### src/rtl/div_pipe_fu.sv
// div_pipe_fu: pipelined RV32M DIV/DIVU/REM/REMU unit with valid/ready backpressure and flush
module div_pipe_fu #(
  parameter int XLEN           = 32,
  parameter int BITS_PER_STAGE = 8,
  parameter int PHYS_REG_BITS  = 6,
  parameter int ROB_IDX_BITS   = 5
) (
  input  logic                     clk,
  input  logic                     rst,
  input  logic                     flush,
  input  logic                     in_valid,
  output logic                     in_ready,
  input  logic [2:0]               in_funct3,
  input  logic [XLEN-1:0]          in_rs1,
  input  logic [XLEN-1:0]          in_rs2,
  input  logic [PHYS_REG_BITS-1:0] in_pd,
  input  logic [ROB_IDX_BITS-1:0]  in_rob_idx,
  output logic                     out_valid,
  input  logic                     out_ready,
  output logic [XLEN-1:0]          out_rd_data,
  output logic [PHYS_REG_BITS-1:0] out_pd,
  output logic [ROB_IDX_BITS-1:0]  out_rob_idx,
  output logic                     busy
);
  localparam int NS = XLEN / BITS_PER_STAGE;
  if (XLEN % BITS_PER_STAGE != 0) begin : g_bad_split
    $error("XLEN must be a multiple of BITS_PER_STAGE");
  end
  typedef struct packed {
    logic [2:0]               f3;
    logic [PHYS_REG_BITS-1:0] pd;
    logic [ROB_IDX_BITS-1:0]  rob;
    logic [XLEN-1:0]          rs1;
    logic                     qn;
    logic                     rn;
    logic                     dz;
    logic                     ov;
  } side_t;
  function automatic logic [2*XLEN:0] step(input logic [XLEN:0] r0, input logic [XLEN-1:0] q0, input logic [XLEN-1:0] d);
    logic [XLEN:0]   r;
    logic [XLEN-1:0] q;
    r = r0;
    q = q0;
    for (int i = 0; i < BITS_PER_STAGE; i++) begin
      r = {r[XLEN-1:0], q[XLEN-1]};
      q = {q[XLEN-2:0], 1'b0};
      if (r >= {1'b0, d}) begin
        r    = r - {1'b0, d};
        q[0] = 1'b1;
      end
    end
    return {r, q};
  endfunction
  logic [NS:0]     v;
  side_t           sb [0:NS];
  logic [XLEN:0]   pr [0:NS];
  logic [XLEN-1:0] qr [0:NS];
  logic [XLEN-1:0] dv [0:NS];
  logic [2*XLEN:0] nx [1:NS];
  logic            adv, sgn, s1, s2;
  logic [XLEN-1:0] abs_a, abs_b, q_out, r_out, res;
  assign adv   = ~out_valid | out_ready;
  assign in_ready = adv & ~flush;
  assign sgn   = ~in_funct3[0];
  assign s1    = sgn & in_rs1[XLEN-1];
  assign s2    = sgn & in_rs2[XLEN-1];
  assign abs_a = s1 ? -in_rs1 : in_rs1;
  assign abs_b = s2 ? -in_rs2 : in_rs2;
  for (genvar k = 1; k <= NS; k++) begin : g_stage
    assign nx[k] = step(pr[k-1], qr[k-1], dv[k-1]);
  end
  // Prep register plus NS division stages; the whole pipe shifts only when the output can move
  always_ff @(posedge clk) begin
    if (rst) begin
      v <= '0;
      for (int k = 0; k <= NS; k++) begin
        sb[k] <= '0;
        pr[k] <= '0;
        qr[k] <= '0;
        dv[k] <= '0;
      end
    end else if (flush) begin
      v <= '0;
    end else if (adv) begin
      v     <= {v[NS-1:0], in_valid};
      sb[0] <= side_t'{f3: in_funct3, pd: in_pd, rob: in_rob_idx, rs1: in_rs1, qn: s1 ^ s2, rn: s1,
                       dz: in_rs2 == '0, ov: sgn & (in_rs1 == {1'b1, {(XLEN-1){1'b0}}}) & (in_rs2 == '1)};
      pr[0] <= '0;
      qr[0] <= abs_a;
      dv[0] <= abs_b;
      for (int k = 1; k <= NS; k++) begin
        sb[k] <= sb[k-1];
        pr[k] <= nx[k][2*XLEN:XLEN];
        qr[k] <= nx[k][XLEN-1:0];
        dv[k] <= dv[k-1];
      end
    end
  end
  assign q_out = sb[NS].qn ? -qr[NS] : qr[NS];
  assign r_out = sb[NS].rn ? -pr[NS][XLEN-1:0] : pr[NS][XLEN-1:0];
  assign res   = !sb[NS].f3[2] ? '0 :
                 sb[NS].dz ? (sb[NS].f3[1] ? sb[NS].rs1 : '1) :
                 sb[NS].ov ? (sb[NS].f3[1] ? '0 : {1'b1, {(XLEN-1){1'b0}}}) :
                 sb[NS].f3[1] ? r_out : q_out;
  assign out_valid   = v[NS] & ~flush;
  assign out_rd_data = out_valid ? res : '0;
  assign out_pd      = out_valid ? sb[NS].pd : '0;
  assign out_rob_idx = out_valid ? sb[NS].rob : '0;
  assign busy        = |v;
endmodule

### config.mk
export PLATFORM = sky130hd
export DESIGN_NAME = div_pipe_fu
export DESIGN_NICKNAME = d
export VERILOG_FILES = /design/src/rtl/div_pipe_fu.sv
export SDC_FILE = /design/constraint.sdc
export NUM_CORES = 2
export LEC_CHECK = 0
export ABC_CLOCK_PERIOD_IN_PS = 44000
export CAP_MARGIN = 20
export CORE_AREA = 2 2 381 383
export DETAILED_ROUTE_END_ITERATION = 10
export DIE_AREA = 0 0 383 385
export PLACE_DENSITY = 0.76
export SETUP_SLACK_MARGIN = 0.4
export SYNTH_ARGS = -nofsm -noshare
export SYNTH_HDL_FRONTEND = slang
export SYNTH_SLANG_ARGS = --single-unit
### constraint.sdc
create_clock -name clk -period 44 [get_ports clk]
set_clock_uncertainty 0.2 [all_clocks]
set_input_delay 8.8 -clock clk [delete_from_list [all_inputs] [get_ports clk]]
set_output_delay 8.8 -clock clk [all_outputs]
set_load 0.1 [all_outputs]
# Word-level counts from Yosys, hierarchy flattened
# Memories as Yosys holds them, arrays and structs flattened.
# Cells that the tools add are included.
# op_classes
reduce_logical	3
eq_ne	2
magnitude_cmp	32
multipliers	0
n_div	0
shifts	0
mux	103
bitwise_logic	31
add_sub_neg	36
# ops
operator	count
2-to-1 mux 32 bit	49
>= comparator 33 x 32 -> 1 bit	32
subtractor 32 bit	28
2-to-1 mux 33 bit	9
2-to-1 mux 50 bit	5
subtractor 33 x 32 -> 33 bit	4
negation 32 bit	4
equality test 32 bit, second input constant	2
2-to-1 mux 1 bit	38
logical NOT 32 bit	1
OR 1 bit	21
bitwise AND 1 bit	6
2-to-1 mux 6 bit	1
2-to-1 mux 5 bit	1
OR reduction 5 bit	1
inverter 1 bit	3
OR reduction 2 bit	1
bitwise XOR 1 bit	1
# totals
n_memories	4
elab_cells	212
latch_bits	0
mem_bits_rw	735
rom_bits	0
reg_bits	5
# mem_list
name	words	width	rd	rd_clocked_by_memory_dff	write_ports	line_no	rtl
sb	5	50	5	0	5	55	side_t sb [0:NS];
pr	5	33	5	0	5	56	logic [XLEN:0] pr [0:NS];
dv	5	32	4	0	5	58	logic [XLEN-1:0] dv [0:NS];
qr	5	32	5	0	5	57	logic [XLEN-1:0] qr [0:NS];

# Longest topological paths before layout
# An unclocked memory read counts as a cell.
# depth
ltp_word	18
mapped_depth	135

# Worst setup path before layout
# Ideal clock, no wire load.
# synth_path
path_type	register to register
startpoint	memory dv[1][1], in the netlist dv[0][33]
endpoint	memory pr[0][90] in the netlist's numbering, data pin
period_less_slack_ns	27.220
stages_incl_launch_ff	126
arrival_ns	26.754
setup_time_ns	0.266
path_slack_ns	16.780
path_cell_list	edfxtp_1 -> inv_1 -> ha_1 -> nor2b_1 -> o31a_1 -> o41ai_1 -> o22a_1 -> o221a_2 -> o31a_1 -> buf_2 -> buf_1 -> clkbuf_1 -> o21ai_0 -> ha_1 -> buf_6 -> a211oi_2 -> o31ai_1 -> a2111oi_0 -> [90 not listed] -> o21bai_1 -> a21o_1 -> a221o_1 -> a41o_1 -> o211a_1 -> o31ai_1 -> o21bai_1 -> a21o_1 -> and2_1 -> o31ai_1 -> a21oi_1 -> o21a_1 -> o21ai_0 -> o311a_1 -> buf_4 -> buf_6 -> mux2i_1 -> nor2_1
# synth_rtl
element	line_no
start, declared	58
end, declared	56

==> results.txt <==
In this run, synthesis produced a sequential element count of 662. The endpoint of the lowest-slack register-to-register path is pr[0][75]. The critical path starts at dv[0][33]. The post-synthesis average cell area came out at 8.43 µm². The total wire length is 273 mm.

The accumulated negative setup slack is 0 ps. The deepest clock path buffer count came out at 3. Counting the fill cells in the layout gives 12.2k. The share of the cycle needed by the critical path after routing is 0.744.

The die outline width came out at 383 µm. The number of enable-type register cells in the synthesized netlist came out at 657. For the worst setup path, the data arrival time is 32930 ps. The clock latency on the worst-skew pair came out at 740 ps. The setup slack on the worst flop-to-flop path is 11270 ps. The combined buffer and inverter count along the critical path is 10. After layout, the minimum clock period comes to 32730 ps. The area taken by multi-input logic gates came out at 62700 µm².

The worst register-to-register path begins at dv[0][33]. The layout cell share with drive strength beyond 1 came out at 0.0796. The critical path runs through a total of 117 cells.

The transition time at the pin with the least slew margin is 1190 ps. The sequential area share after synthesis is 0.232. The average wire per cell in the routed design is 22.6 µm.

The initial antenna violation count is 13. The number of nets still failing antenna checks after routing came out at 0. The number of buffer cells added on primary ports came out at 128. Dividing the detail-routed via count by the number of cells gives 6.48. The flip-flop and latch area is 19800 µm². The remaining max-slew budget at the tightest pin came out at 0.189. The I/O pin total is 129.

The placer congestion estimate is 1.03. STA classifies the critical path startpoint as a register. Counting every sink on the clock net gives 662.

The synthesized cell area is 85300 µm². The post-synthesis cell count is 10.1k. The deepest level of the CTS H-tree came out at 3.

The total CTS buffers came out at 74. The tightest min-delay check is of the register to register type. The final HPWL from detailed placement is 213 mm. The global routing usage summed across all routing layers came out at 0.357. The via count of the first global-routing pass came to 73.3k. The share of synthesized flip-flops with an asynchronous set or reset came out at 0. The origin of the worst min-delay path is sb[0][134]. The number of nets produced by synthesis came out at 11.2k. The number of gates resized after CTS was 0. For the worst setup path, the data required time is 44200 ps. The tool flagged a number of max-cap violations equal to 0. The number of DRC violations after detailed routing came out at 0. The post-CTS setup-driven buffer insertion count came out at 0. The flow ran to the end, and the final reports show no timing, DRC or antenna violations. The slowest stage of the critical path is the sky130_fd_sc_hd__nor4_4 cell. The number of search-and-repair iterations in the first detailed-routing pass is 6. The critical path's largest stage delay came out at 860 ps. The number of warning messages in the yosys log came out at 0. The wire length of the first global-routing pass came out at 414 mm. The critical path is of the register to register type. The vertical die dimension is 385 µm. The maximum number of pins on one net before global-route repair is 207. The global routing usage on met3 came out at 0.0556. The total global routing overflow is 0. The clock transition at the register clock pins on the worst setup and hold paths after CTS came out at 60 ps.

For this run, the top clock speed supported by timing is 30.6 MHz. STA classifies the critical path endpoint as a register. Clock tree synthesis selected as its root buffer the cell sky130_fd_sc_hd__clkbuf_16. The die footprint is 147000 µm². The maximum fanout count along the critical path is 60. The routing usage on met2 is 0.579. The count of standard-cell rows is 139. The number of failing setup endpoints in the final timing report came out at 0. Buffers inserted to repair hold after CTS numbered 0.

The most used flip-flop cell after synthesis is sky130_fd_sc_hd__edfxtp_1. In this run the worst setup path terminates at pr[0][75]. The core outline area came out at 143000 µm². Setup repair after global routing left no endpoint under its margin.

The most crowded layer after global routing is met2. The initial utilization of the core area, before any placement, comes to 0.596. The synthesis-to-layout area growth came out at 6.65%. The met1 layer usage reported by global route came out at 0.461.

The hold violation total from the final report came out at 0. The number of nets in the layout came out at 11.2k. TritonCTS built the clock tree.

The depth of the worst register-to-register path came out at 117. The first-iteration detailed-routing DRC count came out at 7393. The family of cells with the greatest summed delay on the critical path is compound AO/OA/AOI/OAI gates. The count of cell types in the netlist came out at 104.

For this block, the via count after detailed routing is 78.3k. The max-slew violation total from the final report is 0.
-- cell type report --
type,count,share of cell area
multi-input combinational,8705,0.689
sequential,662,0.218
tap,1903,0.0262
clock buffer,92,0.0211
timing repair buffer,201,0.0207
inverter,479,0.0198
clock inverter,43,0.00541
antenna,8,0.000220
-- how the worst min path moves through the flow --
stage,slack (ps),depth (start not counted),to
2_1_floorplan,260,2,v[4]
3_3_place_gp,280,2,v[4]
3_5_place_dp,290,2,v[4]
4_1_cts,280,1,sb[0][60]
5_1_grt,310,1,qr[0][57]
6_report,290,1,sb[0][184]
-- cell usage after synthesis (218+ instances only) --
cell type	count	share of area
sky130_fd_sc_hd__nand2_1	641	0.028
sky130_fd_sc_hd__a21o_1	393	0.035
sky130_fd_sc_hd__nor2_1	956	0.042
sky130_fd_sc_hd__inv_1	477	0.021
sky130_fd_sc_hd__mux2_2	493	0.065
sky130_fd_sc_hd__edfxtp_1	657	0.23
sky130_fd_sc_hd__clkbuf_1	218	0.0096
sky130_fd_sc_hd__a21oi_1	866	0.051
sky130_fd_sc_hd__ha_1	999	0.15
sky130_fd_sc_hd__nand3_1	232	0.014
sky130_fd_sc_hd__xnor2_1	616	0.063
sky130_fd_sc_hd__xor2_1	284	0.029
sky130_fd_sc_hd__o21ai_0	596	0.035
sky130_fd_sc_hd__and2_1	415	0.030
-- metrics by stage --
stage / hold WS (ps) / utilization / setup slack [ps] / area [µm²] / std cells
final: 288 / 0.636 / 11270 / 91000 / 12100
after floorplan: 263 / - / 16780 / 85300 / 10100
after global placement: 284 / 0.618 / 12180 / 88500 / 11900
after CTS: 282 / 0.635 / 11330 / 90900 / 12100
after detailed placement: 290 / 0.618 / 11470 / 88500 / 11900
after global routing: 311 / 0.635 / 9260 / 91000 / 12100
-- layer usage --
metal	vias up	part of all wire
li1	37500	-
met1	37100	0.41
met2	3142	0.45
met3	623	0.080
met4	12	0.056
met5	-	0.00032
-- cell families after synthesis --
family                   count (synthesis)  share of synthesized area
AO/OA/AOI/OAI                         2902                      0.218
flip-flops                             662                      0.232
adder cells (fa/ha/maj)               1030                      0.154
buffers and inverters                  757                     0.0343
AND/OR/NAND/NOR                       3245                      0.188
XOR/XNOR                               900                     0.0924
multiplexers                           628                     0.0812
-- state kept, by name (all words and copies together) (netlist names) --
| register | cells |
|---|---|
| sb | 241 |
| dv | 128 |
| v | 5 |
| qr | 160 |
| pr | 128 |
-- cell usage in the layout, fill, tap and decap left out, drive strengths merged, types with 73 or more instances in the layout --
cell	instances
and2	415
clkbuf	92
mux2	499
edfxtp	657
o21ai	615
inv	483
a211oi	106
ha	999
nor4	89
clkdlybuf4s50	128
o31ai	104
and3	104
nor2b	137
a21o	393
o21bai	127
nor2	957
nand3	232
nand2b	123
a31oi	90
o21a	147
or3	79
xor2	284
xnor2	616
buf	73
mux2i	129
nand4	130
nor3	184
a21oi	867
nand2	641
Power is not shown: default switching activity piles up to over one toggle a cycle in this logic, so the estimate is an artifact.
